===== src/rtl/interrupt_arbiter_pkg.sv =====
// Shared controller definitions for the IOController blocks: arbiter FSM
// encodings, default injected instruction words and a saturating counter helper.
package interrupt_arbiter_pkg;

  typedef enum logic [1:0] {
    ST_IDLE  = 2'd0,
    ST_ISSUE = 2'd1,
    ST_GAP   = 2'd2
  } arb_state_t;

  localparam logic [31:0] DEFAULT_FRAME_INSTR = 32'h0800_0001;
  localparam logic [31:0] DEFAULT_JUMP_INSTR  = 32'h0800_0002;

  function automatic logic [7:0] sat_inc8(input logic [7:0] value);
    return (value == 8'hFF) ? value : value + 8'd1;
  endfunction

endpackage


===== src/rtl/interrupt_arbiter_sync_debounce.sv =====
// Two-flop synchronizer followed by a stability filter; emits a one-cycle
// pulse when the filtered level goes from 0 to 1.
module sync_debounce #(
  parameter int DEBOUNCE_CYCLES = 16
) (
  input  logic clk,
  input  logic srst,
  input  logic raw,
  output logic rise
);

  localparam int CW = (DEBOUNCE_CYCLES > 1) ? $clog2(DEBOUNCE_CYCLES) : 1;

  logic [1:0]    sync_reg;
  logic [CW-1:0] cnt_reg;
  logic          level_reg;
  logic          rise_reg;

  // The counter tracks consecutive samples disagreeing with the accepted level;
  // the level flips on the DEBOUNCE_CYCLES-th such sample.
  always_ff @(posedge clk) begin
    if (srst) begin
      sync_reg  <= '0;
      cnt_reg   <= '0;
      level_reg <= 1'b0;
      rise_reg  <= 1'b0;
    end else begin
      sync_reg <= {sync_reg[0], raw};
      rise_reg <= 1'b0;
      if (sync_reg[1] == level_reg) begin
        cnt_reg <= '0;
      end else if (cnt_reg == CW'(DEBOUNCE_CYCLES - 1)) begin
        cnt_reg   <= '0;
        level_reg <= sync_reg[1];
        rise_reg  <= sync_reg[1];
      end else begin
        cnt_reg <= cnt_reg + 1'b1;
      end
    end
  end

  assign rise = rise_reg;

endmodule


===== src/rtl/interrupt_arbiter.sv =====
// Arbitrates frame-tick and jump-button events into a single instruction
// injection handshake; frame events take priority and lost frames are counted.
module interrupt_arbiter
  import interrupt_arbiter_pkg::*;
#(
  parameter logic [31:0] FRAME_INSTR     = DEFAULT_FRAME_INSTR,
  parameter logic [31:0] JUMP_INSTR      = DEFAULT_JUMP_INSTR,
  parameter int          DEBOUNCE_CYCLES = 16
) (
  input  logic        proc_clk,
  input  logic        reset,
  input  logic        jump_key,
  input  logic        frame_rt_clk,
  input  logic        interrupt_ack,
  output logic        interrupt_valid,
  output logic [31:0] interrupt_instruction,
  output logic [7:0]  overrun_count
);

  arb_state_t  state_reg, state_next;
  logic [31:0] instr_reg, instr_next;
  logic        frame_pend_reg, frame_pend_next;
  logic        jump_pend_reg, jump_pend_next;
  logic [7:0]  overrun_reg, overrun_next;
  logic [1:0]  frame_sync_reg;
  logic        frame_prev_reg;
  logic        frame_edge;
  logic        jump_edge;
  logic        grant_frame;
  logic        grant_jump;

  sync_debounce #(
    .DEBOUNCE_CYCLES(DEBOUNCE_CYCLES)
  ) u_jump_debounce (
    .clk (proc_clk),
    .srst(reset),
    .raw (jump_key),
    .rise(jump_edge)
  );

  // Frame ticks are clean, so only synchronize and edge-detect them.
  assign frame_edge = frame_sync_reg[1] & ~frame_prev_reg;

  always_comb begin
    state_next  = state_reg;
    instr_next  = instr_reg;
    grant_frame = 1'b0;
    grant_jump  = 1'b0;
    case (state_reg)
      ST_IDLE: begin
        if (frame_pend_reg) begin
          state_next  = ST_ISSUE;
          instr_next  = FRAME_INSTR;
          grant_frame = 1'b1;
        end else if (jump_pend_reg) begin
          state_next = ST_ISSUE;
          instr_next = JUMP_INSTR;
          grant_jump = 1'b1;
        end
      end
      ST_ISSUE: begin
        if (interrupt_ack) begin
          state_next = ST_GAP;
        end
      end
      ST_GAP:  state_next = ST_IDLE;
      default: state_next = ST_IDLE;
    endcase
  end

  // A new event in the same cycle as its grant survives; a frame only counts
  // as lost when the pending one is still waiting.
  always_comb begin
    frame_pend_next = (frame_pend_reg & ~grant_frame) | frame_edge;
    jump_pend_next  = (jump_pend_reg & ~grant_jump) | jump_edge;
    overrun_next    = overrun_reg;
    if (frame_edge && frame_pend_reg && !grant_frame) begin
      overrun_next = sat_inc8(overrun_reg);
    end
  end

  always_ff @(posedge proc_clk) begin
    if (reset) begin
      state_reg      <= ST_IDLE;
      instr_reg      <= '0;
      frame_pend_reg <= 1'b0;
      jump_pend_reg  <= 1'b0;
      overrun_reg    <= '0;
      frame_sync_reg <= '0;
      frame_prev_reg <= 1'b0;
    end else begin
      state_reg      <= state_next;
      instr_reg      <= instr_next;
      frame_pend_reg <= frame_pend_next;
      jump_pend_reg  <= jump_pend_next;
      overrun_reg    <= overrun_next;
      frame_sync_reg <= {frame_sync_reg[0], frame_rt_clk};
      frame_prev_reg <= frame_sync_reg[1];
    end
  end

  assign interrupt_valid       = (state_reg == ST_ISSUE);
  assign interrupt_instruction = interrupt_valid ? instr_reg : 32'h0;
  assign overrun_count         = overrun_reg;

endmodule


===== config.mk =====
export PLATFORM = sky130hd
export DESIGN_NAME = interrupt_arbiter
export DESIGN_NICKNAME = d
export VERILOG_FILES = /design/src/rtl/interrupt_arbiter_pkg.sv /design/src/rtl/interrupt_arbiter_sync_debounce.sv /design/src/rtl/interrupt_arbiter.sv
export SDC_FILE = /design/constraint.sdc
export NUM_CORES = 1
export LEC_CHECK = 0
export CORE_MARGIN = 2
export CORE_UTILIZATION = 44
export DETAILED_ROUTE_END_ITERATION = 16
export PLACE_DENSITY_LB_ADDON = 0.08
export SETUP_SLACK_MARGIN = 0.2
export SLEW_MARGIN = 10
export SYNTH_ARGS = -nofsm -noshare
export SYNTH_HDL_FRONTEND = slang
export SYNTH_SLANG_ARGS = --single-unit

===== constraint.sdc =====
create_clock -name proc_clk -period 1.6 [get_ports proc_clk]
set_input_delay 0.32 -clock proc_clk [delete_from_list [all_inputs] [get_ports proc_clk]]
set_output_delay 0.32 -clock proc_clk [all_outputs]
set_load 0.005 [all_outputs]

Word-level counts from Yosys, hierarchy flattened --
Index checks and enable logic that the tools add are counted.
Word-level totals: register bits after elaboration 55, output and inout bits 41, bits of input ports 5
Cells by class: bitwise operators 11, reductions and logical operators 11, equality and inequality tests 6, muxes and demuxes 12, add/sub/neg operators 2
Operators with widths (number):
- 32-bit 2-to-1 mux | 3
- 8-bit by 1-bit adder with 8-bit output, second input constant | 1
- 8-bit equality test, second input constant | 1
- 2-bit AND reduction | 4
- 2-bit 2-to-1 mux | 3
- 1-bit inverter | 6
- 3-bit OR reduction | 2
- 1-bit 2-to-1 mux | 5
- 4-bit by 1-bit adder with 4-bit output, second input constant | 1
- 4-bit equality test, second input constant | 1
- 2-bit case mux with 2 select lines | 1
- 1-bit AND | 3
- 3-bit != test, second input constant | 1
- 2-bit by 1-bit equality test with 1-bit output, second input constant | 1
- 1-bit logical AND | 2
- 2-bit logical NOT | 1
- 2-bit != test, second input constant | 1
- 1-bit bitwise OR | 2
- 2-bit nonzero test | 1
- 1-bit equality test | 1
- 1-bit logical NOT | 1

Depth between registers and ports, before layout --
Gate-level depths: netlist of run 1.
depth in word-level cells 6, mapped depth 5, depth with buffers taken out 5

Cells and area by module --
From an unflattened synthesis of run 1, not the netlist that was laid out.
Second synthesis, totals: cells, all modules 142, area, all modules 1325.0 µm²
Modules (own cells, without submodules):
- interrupt_arbiter | area each 1043.5 µm², sequential area each 360.3 µm², instances 1, cells each 117
- sync_debounce | area each 281.5 µm², sequential area each 160.2 µm², instances 1, cells each 25

Worst setup path before layout of run 1 --
OpenSTA, ideal clock, no wires.
path type flip-flop to flip-flop, start register overrun_reg[0], in the netlist overrun_count[0], end register overrun_reg[2], in the netlist overrun_count[2], clock period less this slack 1.416 ns, stages on the path, launching flop included 6, data required time 1.479 ns, buffers on the path 0, path slack 0.184 ns, data arrival time 1.295 ns, cell sequence dfxtp_1 -> ha_1 -> nand3_1 -> nor3_2 -> nor3b_2 -> mux2_4
Between the ends: longest elaborated chain between the ends 3
RTL lines:
- start, declared | line interrupt_arbiter.sv:24 | logic [7:0] overrun_reg, overrun_next;
- start signal, assigned | line interrupt_arbiter.sv:96 | overrun_reg <= overrun_next;
- branches (longest 3 deep; another with 8-bit by 1-bit adder with 8-bit output)
Several ways; the timed one is not identified. A chain may end at the register's enable or synchronous reset.

Worst setup path in the final report of run 1 --
start register state_reg[0], end output port interrupt_instruction[0]
Between the ends: longest elaborated chain between the ends 2
RTL lines:
- start, declared | line interrupt_arbiter.sv:20 | arb_state_t state_reg, state_next;
- start signal, assigned | line interrupt_arbiter.sv:92 | state_reg <= state_next;
- 2-bit by 1-bit equality test with 1-bit output | line interrupt_arbiter.sv:102 | assign interrupt_valid = (state_reg == ST_ISSUE);
- 32-bit 2-to-1 mux | line interrupt_arbiter.sv:103 | assign interrupt_instruction = interrupt_valid ? instr_reg : 32'h0;
- end, declared | line interrupt_arbiter.sv:16 | output logic [31:0] interrupt_instruction,
Every way passes these cells.

==> impl_results.md, run 1 <==
* R2R cell count at 5
* P_leak at 0.7246 nW
* Total GRT Usage at 13.23%
* Vias at 943
* Post-synthesis xor/xnor area fraction at 2.031%
* # port buffers at 16
* Root buffer cell: clkbuf_4
* Netlist cell types at 40
* Post-route minimum period at 1.447 ns
* Io pins at 46
* Clock Path Buffers at 2
* DR pass1 iterations at 3
* Commonest cells post-synth: buf_4, dfxtp_1, nor2_1
* Hold-fix buffers, CTS at 0
* First-pass GRT wire length at 3.498 mm
* Vias per cell at 4.623
* Pin count of the biggest net entering global routing at 18
* Clk pin slew, worst setup/hold paths at 0.14 ns
* Starting Density at 46.51%
* Layout cells sized above 1 at 31.79%
* Compound-Gate Fraction of Synth Area at 8.124%
* Worst min path class: reg -> reg
* Num CTS Buffers at 3
* Post-synthesis area per instance at 9.175 um^2
* Hold_ws at 0.4541 ns
* Post-synth top area share at 40.23%
* Simple-gate share of the synthesized area at 24.18%
* Critical Path Fanout Max at 3
* Final hold violations at 0
* Element type at the critical path start: flip-flop
* Worst path slowest cell: dfxtp_2
* CP Depth at 4
* Worst Path Required at 1.28 ns
* WL final at 2.162 mm
* GRT Residual Overflow at 0
* Post-layout nets at 182
* GP Congestion at 0.6915
* MaxCap Viol Count at 0
* Bufs and invs on worst path at 2
* Post-synthesis mux area share at 4.352%
* Htree depth at 1
* Crit path kind: reg -> out
* Clk sink count at 26
* RSZ-0062 raised after global routing: true
* Final slew viol count at 0
* Initial antenna violation count at 0
* Most used DFF post-synth: dfxtp_1
* Area Overhead vs Synth at 25.34%
* Number of global-route vias before repair at 788
* Pre-CTS WS at 0.08086 ns
* Ys async rst share at 0%
* Synth warnings at 0
* Setup violations, final at 0
* Largest family of logic cells by synthesized area: simple AND/OR/NAND/NOR gates
* WL/cell at 10.60 um
* Final setup margin at 0.1529 ns
* Max incr delay on CP at 0.35 ns
* Syn Inst Count at 141
* R2r startpoint: state_reg[1]
* EDFF count, synth at 0
* Ant. Diodes at 0
* FF-to-FF End: overrun_count[2]
* Status: completed
* Worst reg2reg setup slack at 0.16 ns
* Die W at 58.23 um
* Sequential area share after synthesis at 40.23%
* DRT iter0 DRCs at 15
* Worst Skew at 0.007928 ns
* Die Area at 0.003390 mm^2
* Fin Setup TNS at 0 ns
* Seq cells post-synth at 26
* Crit share post-route at 90.44%
* Hold_sp: frame_sync_reg[0]
* Synth area leaders: dfxtp_1, buf_4, nor2b_1
* DR DRC count at 0
* Adder-cell share of the synthesized area at 1.934%
* Count leader, synth: buf_4
* Worst hold endpoint: frame_sync_reg[1]
* Worst Path Arrival at 1.13 ns
* Peak supply drop at 426.7 uV
* Worst path top cell family by delay: flip-flops
* DP HPWL at 1.451 mm
* Hold path depth at 1
* CORE AREA at 0.002781 mm^2
* Placed Cells at 188
* Clk_lat worst skew at 0.31 ns
* Row count at 19
* Post-Layout Cell Count at 204
* CP Capture Type: primary output
* Highest clock rate at 0.6911 GHz
* Area leader, netlist: dfxtp_1
* Critical-path cell list: nor2b_4 -> buf_6 -> and2_4 -> clkbuf_2
* Post-DRT Antenna Nets at 0
* Max reg flops at 8
* Pwr Density at 614.1 mW/mm^2
* CTS tree: built
* Mapped Area at 0.001294 mm^2
* Die Span Y at 58.23 um
## routing by layer
metal / track usage (%) / share of wire, % / up-vias
met3: 2.455 / 5.4 / 2
met5: 0 / 0 / -
met4: 4.983 / 0.69 / 0
met1: 17.55 / 45 / 426
li1: - / - / 483
met2: 21.43 / 49 / 32
## stage by stage
| stage | power, mW | util [%] | cell area, um^2 |
|---|---|---|---|
| final | 0.9958 | 58.30 | 1622 |
| after global routing | 1.050 | 58.30 | 1622 |
| after CTS | 1.012 | 55.56 | 1545 |
| after detailed placement | 0.7413 | 50.47 | 1404 |
| after global placement | 0.7406 | 50.47 | 1404 |
| after floorplan | 0.7703 | - | 1404 |
## where the power goes
| group | internal [mW] | switching (mW) |
|---|---|---|
| combinational | 0.0306 | 0.0402 |
| sequential | 0.648 | 0.00593 |
| clock | 0.0880 | 0.184 |
## cells by family after synthesis
group                    after synthesis
XOR/XNOR                               3
multiplexers                           5
AO/OA/AOI/OAI                         16
AND/OR/NAND/NOR                       52
flip-flops                            26
buffers and inverters                 36
other                                  1
adder cells (fa/ha/maj)                2
## how the worst max path moves through the flow
stage | end | slack [ns] | from
after global placement | overrun_count[2] | 0.09 | overrun_count[0]
after detailed placement | interrupt_instruction[1] | 0.08 | state_reg[0]
after floorplan | overrun_count[2] | 0.20 | overrun_count[0]
after CTS | interrupt_instruction[0] | 0.05 | state_reg[0]
after global routing | interrupt_instruction[1] | 0.09 | state_reg[0]
final | interrupt_instruction[0] | 0.15 | state_reg[0]
## what timing repair did
| item | in CTS | in global routing |
|---|---|---|
| pin swaps | 5 | 9 |
| buffers inserted | 8 | 5 |
| endpoints found under the setup margin | 16 | 11 |
| resized for setup | 44 | 16 |
## cell type report
cell class,instances,area [um^2]
clock buffers,3,22.52
well taps,31,38.79
fillers,256,1160
flip-flops and latches,26,549.3
repair buffers,33,281.5
inverters,4,15.01
multi-input cells,107,714.4
## cell usage in the layout (no fill, tap or decap), types with 4 or more instances in the layout
cell	count
a21oi_1	6
buf_4	13
buf_6	6
clkdlybuf4s50_1	4
conb_1	29
dfxtp_1	15
dfxtp_2	5
dfxtp_4	6
dlygate4sd2_1	7
inv_1	4
nand2_1	4
nor2_1	11
nor2b_1	7
No activity file was read; power rests on OpenSTA's default activity.
==> run 2: changes to the inputs <==
CELL_PAD_IN_SITES_DETAIL_PLACEMENT = 1   (was default)
CELL_PAD_IN_SITES_GLOBAL_PLACEMENT = 2   (was default)
CORE_MARGIN = default   (was 2)
CORE_UTILIZATION = 25   (was 44)
==> impl_results.md, run 2 (synthesis gave the netlist of run 1 again) <==
* Status: completed
* Number of global-route vias before repair at 943
* Final hold violations at 0
* Worst reg2reg setup slack at 0.18 ns
* Hold-fix buffers, CTS at 0
* CORE AREA at 0.004848 mm^2
* Most common cell after layout, fill and taps aside: conb_1
* Num CTS Buffers at 3
* P_leak at 0.8190 nW
* Clk pin slew, worst setup/hold paths at 0.10 ns
* WL final at 2.855 mm
* CTS tree: built
* Clk_lat worst skew at 0.27 ns
* Critical Path Fanout Max at 3
* WL met2 at 1.444 mm
* DR DRC count at 0
* CP Capture Type: primary output
* Die Area at 0.005466 mm^2
* Post-layout nets at 193
* Htree depth at 1
* Clock Path Buffers at 2
* Row count at 25
* Worst min path class: reg -> reg
* Initial antenna violation count at 0
* First-pass GRT wire length at 4.326 mm
* Total power at 1.284 mW
* GRT Residual Overflow at 0
* DP HPWL at 1.825 mm
* Met1 WL at 1.257 mm
* GP Congestion at 0.6564
* Finished Core Util at 37.91%
* Post-DRT Antenna Nets at 0
* DRT iter0 DRCs at 20
* RSZ-0062 raised after global routing: true
* Io pins at 46
* Crit path kind: reg -> out
* WL/cell at 11.33 um
* # port buffers at 16
* Root buffer cell: clkbuf_8
* Vias per cell at 4.091
* DR pass1 iterations at 3
* Worst Path Required at 1.28 ns
* Post-route minimum period at 1.421 ns
* MaxCap Viol Count at 0
* Pin count of the biggest net entering global routing at 16
* Fill cells at 571
* Hold_ws at 0.4475 ns
* Peak supply drop at 394.9 uV
* Worst Skew at 0.003430 ns
* Most frequent cells in the layout: conb_1, buf_4, dfxtp_1, nor2_1
* Clk sink count at 26
* Starting Density at 26.68%
* Worst Path Arrival at 1.10 ns
* Highest clock rate at 0.7036 GHz
* Vias at 1031
* Pwr Density at 698.5 mW/mm^2
* Met3 wire len at 119 um
* Total GRT Usage at 10.40%
* Crit share post-route at 88.82%
* Top Metal Used: met4
* Element type at the critical path start: flip-flop
* Setup violations, final at 0
* Final Instance Area at 0.001838 mm^2
* Max reg flops at 8
* Die W at 73.94 um
* Die Span Y at 73.94 um
* Area Overhead vs Synth at 42.07%
* Final slew viol count at 0
* Fin Setup TNS at 0 ns
* DP Area at 0.001491 mm^2
* Ant. Diodes at 0
* Layout cells sized above 1 at 35.68%
[run 2: metrics by stage]
| stage | instances | setup slack, ns |
|---|---|---|
| after floorplan | 169 | 0.2014 |
| after global placement | 228 | 0.06573 |
| after detailed placement | 228 | 0.04711 |
| after CTS | 245 | 0.09129 |
| after global routing | 252 | 0.1180 |
| final | 252 | 0.1788 |
[run 2: final timing paths]
path / start / cells past startpoint / to
setup / recovery: state_reg[0] / 4 / interrupt_instruction[27]
hold / removal: u_jump_debounce.sync_reg[0] / 1 / u_jump_debounce.sync_reg[1]
setup reg to reg: state_reg[0] / 5 / overrun_count[2]
hold reg to reg: u_jump_debounce.sync_reg[0] / 1 / u_jump_debounce.sync_reg[1]
[run 2: final cells by class]
type	count	area, um^2	area share [%]
clock buffer	3	41.29	2.246
clock inverter	1	30.03	1.634
inverter	4	15.01	0.8169
multi-input combinational	107	728.2	39.62
sequential	26	549.3	29.88
tap	67	83.83	4.561
timing repair buffer	44	390.4	21.24
[run 2: metal layers]
layer,vias up,track usage (%)
li1,504,-
met1,487,12.78
met2,38,17.98
met3,2,1.626
met4,0,4.487
met5,-,0
[run 2: repair_timing]
item	CTS	global route
endpoints found under the setup margin	17	9
pin swaps	5	8
resized for setup	43	20
endpoints found under the hold margin	0	0
buffers inserted	13	7
[run 2: worst max-delay path: stages (launching register included)]
cell     delay, ns
dfxtp_2       0.36
nor2b_4       0.16
buf_6         0.11
and2_4        0.13
buf_6         0.08
[run 2: power by group]
part	internal (mW)	switching (mW)
registers	0.647	0.00651
clock network	0.335	0.213
logic	0.0384	0.0444
==> run 3: changes to the inputs <==
CORE_UTILIZATION = 23   (was 25)
clock period = 1.3 ns   (was 1.6 ns; I/O delays follow)
==> impl_results.md, run 3 (synthesis gave the netlist of run 1 again) <==
* Ant. Diodes at 0
* Clock power frac at 36.2%
* Crit path kind: reg -> reg
* Clk pin slew, worst setup/hold paths at 0.10 ns
* # port buffers at 16
* Switching power at 0.3344 mW
* Worst path top cell family by delay: flip-flops
* Fill cells at 618
* GP Congestion at 0.6813
* DR pass1 iterations at 3
* Pin count of the biggest net entering global routing at 22
* Htree depth at 1
* Hold_ws at 0.4512 ns
* Num CTS Buffers at 3
* P_leak at 0.8569 nW
* DP HPWL at 1.942 mm
* CORE AREA at 0.005270 mm^2
* Violated checks: negative setup slack
* Critical Path Fanout Max at 3
* Status: finished with violations
* Number of global-route vias before repair at 1076
* Placed Cells at 241
* Clock Path Buffers at 2
* Clk_lat worst skew at 0.27 ns
* Element type at the critical path start: flip-flop
* Post-Layout Cell Count at 263
* MaxCap Viol Count at 0
* Peak supply drop at 427.7 uV
* Bufs and invs on worst path at 1
* Starting Density at 24.55%
* Die Span Y at 77 um
* RSZ-0062 raised after global routing: true
* Die W at 77 um
* Io pins at 46
* GRT Residual Overflow at 0
* Layout cells sized above 1 at 50.26%
* Most common cell after layout, fill and taps aside: conb_1
* Worst Path Required at 1.47 ns
* Root buffer cell: clkbuf_8
* Pwr Density at 726.4 mW/mm^2
* Row count at 26
* Clk sink count at 26
* Worst Path Arrival at 1.56 ns
* DRT iter0 DRCs at 22
* Most frequent cells in the layout: conb_1, buf_6, buf_4, dfxtp_1, nor2_1
* Vias per cell at 4.027
* Area Overhead vs Synth at 55.80%
* Critical-path cell list: buf_6 -> ha_4 -> nand3_4 -> nor3_4 -> nor3b_2 -> mux2_4
* CP Capture Type: flip-flop
* Post-DRT Antenna Nets at 0
* Max reg flops at 8
* Initial antenna violation count at 0
* Comb pwr share at 9.1%
* Switch share at 22.84%
* Final setup margin at -0.08988 ns
* Final slew viol count at 0
* Seq pwr share at 54.8%
* Worst path slowest cell: dfxtp_4
* WL/cell at 10.59 um
* Setup violations, final at 10
* Die Area at 0.005929 mm^2
* Crit share post-route at 106.9%
* First-pass GRT wire length at 4.774 mm
* CTS tree: built
* DR DRC count at 0
* Worst min path class: reg -> reg
* Pint at 1.130 mW
* Post-layout nets at 201
* Hold-fix buffers, CTS at 0
* WL final at 2.785 mm
* Final hold violations at 0
* Highest clock rate at 0.7195 GHz
* Total GRT Usage at 10.04%
* Worst Skew at 0.007539 ns
* Max incr delay on CP at 0.37 ns
* Post-route minimum period at 1.390 ns
* Vias at 1059
-- run 3: cell types whose count changed in the layout (fill, tap and decap cells not counted), moves of 2 or more --
| cell | change |
|---|---|
| dlygate4sd2_1 | -8 |
| dfxtp_4 | +2 |
| nor3_1 | -2 |
| buf_6 | +15 |
| a21oi_2 | +2 |
| a21oi_1 | -2 |
| o21ai_0 | -2 |
| clkbuf_2 | +3 |
| buf_4 | -2 |
-- run 3: power groups by stage --
| stage | Clock (mW) | Sequential [mW] | Combinational [mW] |
|---|---|---|---|
| 2_1_floorplan | 0 | 0.828 | 0.116 |
| 5_1_grt | 0.594 | 0.804 | 0.145 |
| 6_report | 0.530 | 0.802 | 0.133 |
| 3_3_place_gp | 0 | 0.827 | 0.0973 |
| 4_1_cts | 0.557 | 0.804 | 0.116 |
| 3_5_place_dp | 0 | 0.828 | 0.0994 |
-- run 3: final cells by class --
class	count	area [um^2]	share of cell area (%)
Clock buffer	4	55.05	2.731
Inverter	4	15.01	0.7449
Multi-Input combinational cell	107	813.3	40.35
Sequential cell	26	555.5	27.56
Tap cell	70	87.58	4.345
Timing Repair Buffer	52	489.2	24.27
-- run 3: per-layer routing --
| metal | global-route usage (%) | wire length (um) | vias up | share of wire, % |
|---|---|---|---|---|
| li1 | - | - | 523 | - |
| met1 | 11.19 | 1120 | 498 | 40 |
| met2 | 18.66 | 1521 | 36 | 55 |
| met3 | 1.429 | 103 | 2 | 3.7 |
| met4 | 4.528 | 40 | 0 | 1.4 |
| met5 | 0 | 0 | - | 0 |
-- run 3: through the flow --
step	power, mW	cell area [um^2]	worst slack (ns)	setup TNS (ns)	util (%)
2_1_floorplan	0.9447	1471	0.01131	0	-
3_3_place_gp	0.9243	1638	-0.1486	-1.039	31.08
3_5_place_dp	0.9271	1638	-0.1602	-1.283	31.08
4_1_cts	1.477	1928	-0.1027	-0.5408	36.59
5_1_grt	1.543	2016	-0.1559	-1.311	38.25
6_report	1.464	2016	-0.08988	-0.4526	38.25
-- run 3: what timing repair did --
action / 4_1_cts / 5_1_grt
setup buffers: 16 / 2
gates cloned: 0 / 0
pin swaps: 15 / 9
resized for setup: 75 / 26
setup endpoints to repair: 26 / 27
-- run 3: worst register-to-register path, cell delays in order, from the launching register on --
cell,delay [ns]
dfxtp_4,0.37
buf_6,0.11
ha_4,0.16
nand3_4,0.07
nor3_4,0.06
nor3b_2,0.21
mux2_4,0.31
-- run 3: final timing paths --
kind | from | end | slack [ns] | depth (start not counted)
setup / recovery | overrun_count[1] | overrun_count[2] | -0.09 | 6
hold / removal | frame_sync_reg[0] | frame_sync_reg[1] | 0.45 | 1
setup reg to reg | overrun_count[1] | overrun_count[2] | -0.09 | 6
hold reg to reg | frame_sync_reg[0] | frame_sync_reg[1] | 0.45 | 1
